## config.mk

```make
export PLATFORM = sky130hd
export DESIGN_NAME = alu_result_fifo
export DESIGN_NICKNAME = d
export VERILOG_FILES = /design/src/rtl/alu_pkg.sv /design/src/rtl/alu_result_fifo_sat_counter.sv /design/src/rtl/alu_result_fifo.sv
export SDC_FILE = /design/constraint.sdc
export NUM_CORES = 1
export LEC_CHECK = 0
export ABC_CLOCK_PERIOD_IN_PS = 3200
export CAP_MARGIN = 30
export CORE_UTILIZATION = 30
export CTS_BUF_LIST = sky130_fd_sc_hd__clkbuf_8 sky130_fd_sc_hd__clkbuf_16
export DETAILED_ROUTE_END_ITERATION = 10
export DONT_BUFFER_PORTS = 1
export PLACE_DENSITY = 0.5
export SYNTH_ARGS = -nofsm -noshare
export SYNTH_HDL_FRONTEND = slang
export SYNTH_SLANG_ARGS = --single-unit
```

## constraint.sdc

```tcl
create_clock -name clk -period 3.2 [get_ports clk]
set_input_delay 0 -clock clk [delete_from_list [all_inputs] [get_ports clk]]
set_output_delay 0 -clock clk [all_outputs]
set_load 0.01 [all_outputs]
```

## src/rtl/alu_pkg.sv

```systemverilog
// Shared ALU definitions: data/opcode widths, the opcode set and the result
// record that travels from the ALU into the result FIFO.
package alu_pkg;

  localparam int DATA_W = 8;
  localparam int OP_W   = 4;

  typedef enum logic [OP_W-1:0] {
    OP_ADD  = 4'h0,
    OP_SUB  = 4'h1,
    OP_AND  = 4'h2,
    OP_OR   = 4'h3,
    OP_XOR  = 4'h4,
    OP_NOT  = 4'h5,
    OP_SHL  = 4'h6,
    OP_SHR  = 4'h7,
    OP_INC  = 4'h8,
    OP_DEC  = 4'h9,
    OP_PASA = 4'hA,
    OP_PASB = 4'hB
  } alu_op_e;

  typedef struct packed {
    logic [DATA_W-1:0] y;
    logic              co;
    logic              zero;
    logic [OP_W-1:0]   op;
  } alu_result_t;

  // The zero flag is captured alongside the result so the consumer never recomputes it.
  function automatic alu_result_t make_result(input logic [DATA_W-1:0] y,
                                              input logic              co,
                                              input logic [OP_W-1:0]   op);
    alu_result_t r;
    r.y    = y;
    r.co   = co;
    r.zero = (y == '0);
    r.op   = op;
    return r;
  endfunction

endpackage

```

## src/rtl/alu_result_fifo_sat_counter.sv

```systemverilog
// Saturating up-counter with synchronous clear; sticks at all-ones.
module sat_counter #(
  parameter int W = 8
) (
  input  logic         clk,
  input  logic         reset,
  input  logic         inc,
  input  logic         clr,
  output logic [W-1:0] count
);

  logic [W-1:0] r_count;

  always_ff @(posedge clk or negedge reset) begin
    if (!reset) begin
      r_count <= '0;
    end else if (clr) begin
      r_count <= '0;
    end else if (inc && (r_count != {W{1'b1}})) begin
      r_count <= r_count + W'(1);
    end
  end

  assign count = r_count;

endmodule

```

## src/rtl/alu_result_fifo.sv

```systemverilog
// Circular FIFO capturing ALU results for a valid/ready consumer. The ALU
// cannot stall, so results arriving while full are dropped and counted.
module alu_result_fifo #(
  parameter int DATA_W = 8,
  parameter int OP_W   = 4,
  parameter int DEPTH  = 4,
  parameter int CNT_W  = 8
) (
  input  logic                     clk,
  input  logic                     reset,
  input  logic                     in_valid,
  input  logic [DATA_W-1:0]        in_y,
  input  logic                     in_co,
  input  logic [OP_W-1:0]          in_op,
  input  logic                     clr,
  output logic                     out_valid,
  input  logic                     out_ready,
  output logic [DATA_W-1:0]        out_y,
  output logic                     out_co,
  output logic                     out_zero,
  output logic [OP_W-1:0]          out_op,
  output logic [$clog2(DEPTH):0]   count,
  output logic                     full,
  output logic                     empty,
  output logic [CNT_W-1:0]         drop_cnt
);

  import alu_pkg::*;

  localparam int PW = $clog2(DEPTH);
  localparam int CW = PW + 1;

  alu_result_t       r_mem [DEPTH];
  logic [PW-1:0]     r_wr_ptr;
  logic [PW-1:0]     r_rd_ptr;
  logic [CW-1:0]     r_count;

  logic              w_full;
  logic              w_empty;
  logic              w_pop;
  logic              w_push;
  logic              w_drop;
  alu_result_t       w_wr_entry;
  alu_result_t       w_head;

  assign w_full     = (r_count == CW'(DEPTH));
  assign w_empty    = (r_count == '0);
  assign w_pop      = !w_empty && out_ready;
  // A pop in the same cycle frees the slot, so a full FIFO can still accept.
  assign w_push     = in_valid && (!w_full || w_pop);
  assign w_drop     = in_valid && w_full && !w_pop && !clr;
  assign w_wr_entry = make_result(in_y, in_co, in_op);

  always_ff @(posedge clk or negedge reset) begin
    if (!reset) begin
      r_wr_ptr <= '0;
      r_rd_ptr <= '0;
      r_count  <= '0;
    end else if (clr) begin
      r_wr_ptr <= '0;
      r_rd_ptr <= '0;
      r_count  <= '0;
    end else begin
      if (w_push) r_wr_ptr <= r_wr_ptr + PW'(1);
      if (w_pop)  r_rd_ptr <= r_rd_ptr + PW'(1);
      case ({w_push, w_pop})
        2'b10:   r_count <= r_count + CW'(1);
        2'b01:   r_count <= r_count - CW'(1);
        default: r_count <= r_count;
      endcase
    end
  end

  // Storage is left unreset; only the pointers define which entries are live.
  always_ff @(posedge clk) begin
    if (w_push && !clr) begin
      r_mem[r_wr_ptr] <= w_wr_entry;
    end
  end

  sat_counter #(.W(CNT_W)) u_drop_cnt (
    .clk   (clk),
    .reset (reset),
    .inc   (w_drop),
    .clr   (clr),
    .count (drop_cnt)
  );

  assign w_head    = w_empty ? '0 : r_mem[r_rd_ptr];
  assign out_valid = !w_empty;
  assign out_y     = w_head.y;
  assign out_co    = w_head.co;
  assign out_zero  = w_head.zero;
  assign out_op    = w_head.op;
  assign count     = r_count;
  assign full      = w_full;
  assign empty     = w_empty;

  a_count_bound: assert property (@(posedge clk) disable iff (!reset)
    r_count <= CW'(DEPTH));

  a_flags_exclusive: assert property (@(posedge clk) disable iff (!reset)
    !(w_full && w_empty));

  a_head_stable: assert property (@(posedge clk) disable iff (!reset)
    (out_valid && !out_ready && !clr) |=>
      (out_valid && $stable({out_y, out_co, out_zero, out_op})));

endmodule

```

==> results of run 1 <==
-- state kept, by name (all words and copies together) (netlist names) --
name	flops
count	3
r_mem	56
r_wr_ptr	2
r_rd_ptr	2
u_drop_cnt.count	8
-- final cells by class --
class / instances / area, um^2
Fill cell: 957 / 6630
Sequential cell: 71 / 2060
Multi-Input combinational cell: 118 / 1040
Timing Repair Buffer: 22 / 233
Tap cell: 136 / 170
Clock buffer: 9 / 124
Clock inverter: 7 / 50.0
Inverter: 7 / 26.3
-- report_power, final --
| part | switching, W | internal (W) | leakage (nW) |
|---|---|---|---|
| Sequential | 0.0000280 | 0.00103 | 0.709 |
| Clock | 0.000356 | 0.000282 | 0.0870 |
| Combinational | 0.000135 | 0.000120 | 0.498 |
| Total | 0.000519 | 0.00143 | 1.29 |
-- path summary, 6_finish.rpt --
path,startpoint,end
setup reg to reg,count[0],count[1]
min in group asynchronous,reset,count[0]
hold reg to reg,r_wr_ptr[1],r_wr_ptr[1]
hold / removal,out_ready,count[1]
setup / recovery,count[0],count[1]
max in group asynchronous,reset,u_drop_cnt.count[4]
-- cells in the mapped netlist, drive strengths merged (4+ instances only) --
master and n:
nand3 5, nand2b 5, and2 18, buf 6, inv 7, edfxtp 56
nand2 6, nor3 5, mux4 14, ha 5, dfrtp 15, clkbuf 6
nor2 12, a21oi 6, o21ai 4
-- placed cells by master, fill, tap and decap left out, drive strengths merged, types with 6 or more instances in the layout --
cell,count
edfxtp,56
dlygate4sd3,19
and2,18
dfrtp,15
mux4,14
nor2,12
clkbuf,9
inv,9
nand2,6
a21oi,6
-- routing by layer --
metal,up-vias,track usage,wire (um)
li1,834,-,-
met1,867,0.155,2970
met2,31,0.192,3120
met3,10,0.0337,232
met4,0,0.0634,118
met5,-,0,0
-- logic make-up after synthesis --
logic type               after synthesis  share of synthesized area
flip-flops                            71                      0.645
AND/OR/NAND/NOR                       66                      0.123
AO/OA/AOI/OAI                         25                     0.0565
buffers and inverters                 19                     0.0290
multiplexers                          18                      0.112
adder cells (fa/ha/maj)                6                     0.0259
XOR/XNOR                               3                    0.00824
-- worst register-to-register path, cell delays in order (launching register included) --
cell                        delay (ns)
sky130_fd_sc_hd__dfrtp_1          0.54
sky130_fd_sc_hd__or3_1            0.45
sky130_fd_sc_hd__nand2_1          0.11
sky130_fd_sc_hd__nor2_1           0.06
sky130_fd_sc_hd__fa_1             0.50
sky130_fd_sc_hd__nand2b_1         0.10
sky130_fd_sc_hd__a21oi_1          0.07
sky130_fd_sc_hd__a2111oi_0        0.41
-- through the flow --
step           hold WS [ns]  total power (W)  cell area, um^2
2_1_floorplan        -0.296          0.00125             3190
3_3_place_gp         -0.295          0.00128             3310
3_5_place_dp         -0.295          0.00129             3310
4_1_cts              0.0331          0.00196             3670
5_1_grt              0.0828          0.00202             3700
6_report             0.0468          0.00195             3700
==> results summary, run 1 <==
The run finished with clean final reports. The kind of cell with the highest combined delay along the critical path is simple AND/OR/NAND/NOR gates. The via count of the first global-routing pass is 1847. When the netlist entered floorplanning its net count stood at 232. The site row count came out at 37. The number of stages on the worst setup path is 7. The final instance count without filler cells came out at 370. The largest vdd supply drop came out at 0.000153 V.

The global-route wire length before repair came out at 10.1 mm. The net count of the finished layout is 253. Subtracting the final worst setup slack from the clock period gives 2.38 ns. The routed length per instance is 17.4 um.

The summed negative setup slack over all endpoints is 0 ns. Setup repair after global routing left no endpoint under its margin. The post-route fraction of the period consumed by the critical path came out at 0.745. The slowest cell on the critical path is sky130_fd_sc_hd__dfrtp_1. The routability-driven placement congestion ratio is 0.714.

The number of hold buffers added after cts is 19. Once the clock tree was built, the setup fixing pass inserted 0 buffers. Counting every instance in the synthesized netlist gives 208.

The utilization after layout came out at 0.358. The post-synth design cell area came out at 0.00319 mm^2. The H-tree depth reported by CTS is 3. The area added between synthesis and finish came out at 16.0%.

The port buffer count came out at 0. After synthesis, the share of flip-flops with an asynchronous set or reset is 0.211. The required time of the worst setup path is 3.42 ns. Along the worst path, the maximum fanout reaches 10.

The area inside the core boundary is 0.0103 mm^2. The final count of negative-setup-slack endpoints is 0. The number of flops mapped to enable cells by yosys is 56.

The total I/O pin count is 46. The worst setup path category is flop to flop. For this run, the leading register cell type out of synthesis is sky130_fd_sc_hd__edfxtp_1.

The final-report hold violation count came out at 0. The vertical die dimension came out at 105 um. The total wire length after detailed routing came out at 6.44 mm. The distinct cell type count of the synthesized netlist is 46. The number of violations of the max-capacitance limit is 0. The die width is 105 um. The number of antenna diodes in the final layout is 0. The final antenna-violating net count is 0.

STA classifies the critical path startpoint as a flop. The remaining design rule violation count is 0. The root buffer cell chosen for the clock tree is sky130_fd_sc_hd__clkbuf_8.

In the post-synthesis netlist, the biggest area contributors are sky130_fd_sc_hd__edfxtp_1, sky130_fd_sc_hd__dfrtp_1, sky130_fd_sc_hd__mux4_2. The number of max-slew violations in the final report is 0. The worst reg-to-reg path cell count came out at 7.

The tightest min-delay check is of the primary input to flop type. Of the post-synthesis cell area, the dominant cell type holds 0.527. The largest net degree at the start of global routing is 19. The post-cts repair resize count came out at 0. The longest individual stage delay on the worst path is 0.54 ns. After the first detailed-routing iteration, the DRC count stood at 78. The pin slew with the least headroom to its limit is 0.743 ns. The synthesized design contains 71 register bits.

The post-detailed-placement half-perimeter wirelength came out at 4.01 mm. The combined global-route utilization of all metal layers came out at 0.122. Data arrives at the worst endpoint at 2.60 ns.

The number of clock buffers added by TritonCTS is 9. The reg-to-reg setup timing slack came out at 0.82 ns. The worst setup path is captured at a flop. Power spread over the standard cell area amounts to 527 mW/mm^2. The initial utilization of the core area, before any placement, comes to 0.309.

Headroom to the max-slew limit came out at 0.504. The synthesis warning total came out at 0. The least setup slack across all paths after layout is 0.816 ns. Counting both buffers and inverters, the worst setup path holds a total of 0. The average cell area after synthesis came out at 15.3 um^2. Based on the critical path, the design can be clocked at up to 420 MHz.

The fraction of layout cells with a size suffix above 1 came out at 0.158. The floorplan die area came out at 0.0110 mm^2. The routed layout has 1742 vias. TritonCTS built the clock tree.

The total grt overflow came out at 0. The later-pin clock latency in the skew report is 0.36 ns. The register clock-pin slew on the reported worst setup and hold paths is 0.08 ns.

The count of placed standard cells including taps is 334. The total clock sinks came out at 71. The detailed-routing iteration count for the pre-antenna-repair pass is 4.

The cell type contributing the most total cell area after synthesis is sky130_fd_sc_hd__edfxtp_1. The ratio of routed vias to standard cells came out at 4.71. Prior to clock tree synthesis, the placed netlist has a worst setup slack of 0.810 ns.

The sequential element share of the synthesized area is 0.645. The number of antenna violations at the first check in global routing was 0. The hold-critical path depth is 3. For this design the static power due to leakage is 1.29 nW. The critical path goes through or3_1 -> nand2_1 -> nor2_1 -> fa_1 -> nand2b_1 -> a21oi_1 -> a2111oi_0.

On the final layout, the worst clock skew is 0.0135 ns. The largest buffer count on any clock path came out at 2.
No activity file was read; power rests on OpenSTA's default activity.
==> inputs of run 2 (changes only) <==
--- a/config.mk
+++ b/config.mk
@@ -5,13 +5,13 @@
 export SDC_FILE = /design/constraint.sdc
 export NUM_CORES = 1
 export LEC_CHECK = 0
-export ABC_CLOCK_PERIOD_IN_PS = 3200
+export ABC_CLOCK_PERIOD_IN_PS = 1900
 export CAP_MARGIN = 30
 export CORE_UTILIZATION = 30
 export CTS_BUF_LIST = sky130_fd_sc_hd__clkbuf_8 sky130_fd_sc_hd__clkbuf_16
 export DETAILED_ROUTE_END_ITERATION = 10
 export DONT_BUFFER_PORTS = 1
-export PLACE_DENSITY = 0.5
+export PLACE_DENSITY = 0.51
 export SYNTH_ARGS = -nofsm -noshare
 export SYNTH_HDL_FRONTEND = slang
 export SYNTH_SLANG_ARGS = --single-unit
==> constraint.sdc (replaced) <==
create_clock -name clk -period 1.9 [get_ports clk]
set_input_delay 0 -clock clk [delete_from_list [all_inputs] [get_ports clk]]
set_output_delay 0 -clock clk [all_outputs]
set_load 0.01 [all_outputs]
==> results summary, run 2 (same netlist as run 1, synthesis figures left out) <==
The register clock-pin slew on the reported worst setup and hold paths is 0.08 ns (about the same). The register name with the most flops is r_mem (unchanged). The largest vdd supply drop was 0.000317 V (was 0.000153 V). The H-tree depth reported by CTS came out at 3 (unchanged). The startpoint type of the worst setup path was a flop (unchanged). The port buffer count is 0 (unchanged). The most common cell after layout, fill and taps aside was sky130_fd_sc_hd__edfxtp_1 (unchanged). The fraction of layout cells with a size suffix above 1 is 0.267 (was 0.158).

The power per cell area came out at 895 mW/mm^2 (was 527 mW/mm^2). The combined global-route utilization of all metal layers came out at 0.124 (was 0.122). The total grt overflow is 0 (unchanged). The arrival time at the worst endpoint is 2.11 ns (was 2.60 ns). The routed length per instance is 16.5 um (was 17.4 um). The post-CTS repair timing setup buffer count came out at 0 (unchanged).

The via count of the first global-routing pass came to 1863 (was 1847). The clock period minus final worst setup slack came out at 1.91 ns (was 2.38 ns). The worst-case headroom to the max-slew limit came out at 0.500 (was 0.504). The met3 usage in global routing is 0.0281 (was 0.0337). The capturing element type of the critical path was a flop (unchanged). The utilization after layout was 0.373 (was 0.358). The count of placed standard cells including taps is 345 (was 334).

The total I/O pin count came out at 46 (unchanged). The final worst hold slack came out at -0.104 ns (was 0.0468 ns). The post-detailed-placement half-perimeter wirelength was 3.94 mm (was 4.01 mm).

The worst min-delay path class is primary input to flop (unchanged). The post-route fraction of the period consumed by the critical path came to 1.01 (was 0.745). The number of antenna violations at the first check in global routing was 0 (unchanged).

The ratio of routed vias to standard cells came to 4.70 (was 4.71). The met1 usage was 0.158 (was 0.155). The global-route track usage on met2 came out at 0.191 (was 0.192). The final antenna-violating net count was 0 (unchanged). The largest net degree at the start of global routing was 19 (unchanged). The hold-critical path depth is 3 (unchanged). RSZ-0062 raised after global routing: yes (was no).

The net count of the finished layout came to 262 (was 253). The worst setup slack before clock tree synthesis is -0.141 ns (was 0.810 ns). The final count of negative-setup-slack endpoints came to 2 (was 0). The vertical die dimension is 105 um (unchanged). The number of inserted diodes came to 0 (unchanged). The total wire length after detailed routing is 6.25 mm (was 6.44 mm). The total CTS buffers came to 9 (unchanged). The least setup slack across all paths after layout came out at -0.0106 ns (was 0.816 ns).

The starting density of the core is 0.309 (unchanged). The floorplan die area is 0.0110 mm^2 (unchanged). The most utilized layer in the global route result is met2 (unchanged). The fmax came out at 523 MHz (was 420 MHz). The total clock sinks was 71 (unchanged). The highest fanout seen on the critical path came to 4 (was 10). The area inside the core boundary was 0.0103 mm^2 (unchanged). The leakage power is 1.37 nW (was 1.29 nW). The largest buffer count on any clock path came to 2 (unchanged). The number of violations of the max-capacitance limit came out at 0 (unchanged). The remaining design rule violation count is 0 (unchanged). The worst reg-to-reg path cell count is 9 (was 7).

The summed negative setup slack over all endpoints is -0.0202 ns (was 0 ns). Status: complete, but fails checks (was finished clean). The pin slew with the least headroom to its limit came out at 0.748 ns (was 0.743 ns). The maximum clock skew at final layout came out at 0.00881 ns (was 0.0135 ns). The detailed router's first-iteration violation count came out at 65 (was 78).

The die width came out at 105 um (unchanged). The global-route wire length before repair came to 10.2 mm (was 10.1 mm). The final instance count without filler cells is 379 (was 370). The required time of the worst setup path came out at 2.10 ns (was 3.42 ns). The final-report hold violation count came out at 6 (was 0).

The overall via count from detail_route is 1781 (was 1742). The site row count is 37 (unchanged). The worst setup path category is flop to flop (unchanged). The area added between synthesis and finish came to 20.9% (was 16.0%).

Top library cells by usage in the layout, fill and taps aside: sky130_fd_sc_hd__edfxtp_1, sky130_fd_sc_hd__dlygate4sd3_1, sky130_fd_sc_hd__mux4_2, sky130_fd_sc_hd__and2_1, sky130_fd_sc_hd__dfrtp_1 (was sky130_fd_sc_hd__edfxtp_1, sky130_fd_sc_hd__dlygate4sd3_1, sky130_fd_sc_hd__and2_1). The checks that failed: negative hold slack, negative setup slack. The clock root buffer was sky130_fd_sc_hd__clkbuf_8 (unchanged). The number of max-slew violations in the final report was 0 (unchanged). The TritonCTS clock tree is built (unchanged). The routability-driven placement congestion ratio came out at 0.692 (was 0.714).

The flip-flop count of the largest register after layout is 56 (unchanged). The detailed-routing iteration count for the pre-antenna-repair pass came out at 4 (unchanged). The later-pin clock latency in the skew report is 0.35 ns (was 0.36 ns).
run 2: power by group:
group | switching (W) | total [W] | internal (W)
clock | 0.000592 | 0.00120 | 0.000608
sequential | 0.0000191 | 0.00175 | 0.00173
combinational | 0.000266 | 0.000500 | 0.000234
total | 0.000877 | 0.00345 | 0.00257
run 2: layer usage:
metal  vias to the layer above  routed length, um
met2                        32               3000
met3                        11                222
met1                       885               2880
met4                         0                158
met5                         -                  0
li1                        853                  -
run 2: cell type report:
| type | instances | area, um^2 |
|---|---|---|
| repair buffers | 31 | 294 |
| well taps | 136 | 170 |
| multi-input cells | 118 | 1110 |
| clock inverters | 7 | 71.3 |
| flip-flops and latches | 71 | 2060 |
| fillers | 953 | 6470 |
| inverters | 7 | 26.3 |
| clock buffers | 9 | 124 |
run 2: timing repair:
action | 4_1_cts | 5_1_grt
pin swaps | 8 | 4
cloned | 0 | 0
endpoints found under the hold margin | 86 | 5
gates resized for setup | 7 | 9
setup endpoints to repair | 3 | 65
hold buffers | 17 | 1
run 2: path summary, 6_finish.rpt:
path,startpoint,slack [ns],endpoint
worst min register to register,r_wr_ptr[1],0.59,r_wr_ptr[1]
worst max register to register,count[2],-0.01,count[2]
worst max-delay path,count[2],-0.01,count[2]
min in group asynchronous,reset,0.16,u_drop_cnt.count[1]
max in group asynchronous,reset,1.22,count[0]
worst min-delay path,out_ready,-0.10,count[1]
run 2: through the flow:
stage	power [W]	cell area [um^2]	hold WS (ns)
2_1_floorplan	0.00212	3220	-0.296
3_3_place_gp	0.00220	3420	-0.295
3_5_place_dp	0.00221	3420	-0.295
4_1_cts	0.00348	3820	-0.195
5_1_grt	0.00361	3850	-0.102
6_report	0.00345	3850	-0.104
run 2: worst max-delay path, cell delays in order, from the launching register on:
cell	delay, ns
sky130_fd_sc_hd__dfrtp_1	0.38
sky130_fd_sc_hd__or3_4	0.40
sky130_fd_sc_hd__nand2_4	0.08
sky130_fd_sc_hd__nor2_4	0.03
sky130_fd_sc_hd__fa_2	0.35
sky130_fd_sc_hd__buf_6	0.13
sky130_fd_sc_hd__nand2_1	0.05
sky130_fd_sc_hd__o21ai_0	0.07
sky130_fd_sc_hd__a32oi_1	0.19
sky130_fd_sc_hd__a21oi_2	0.08
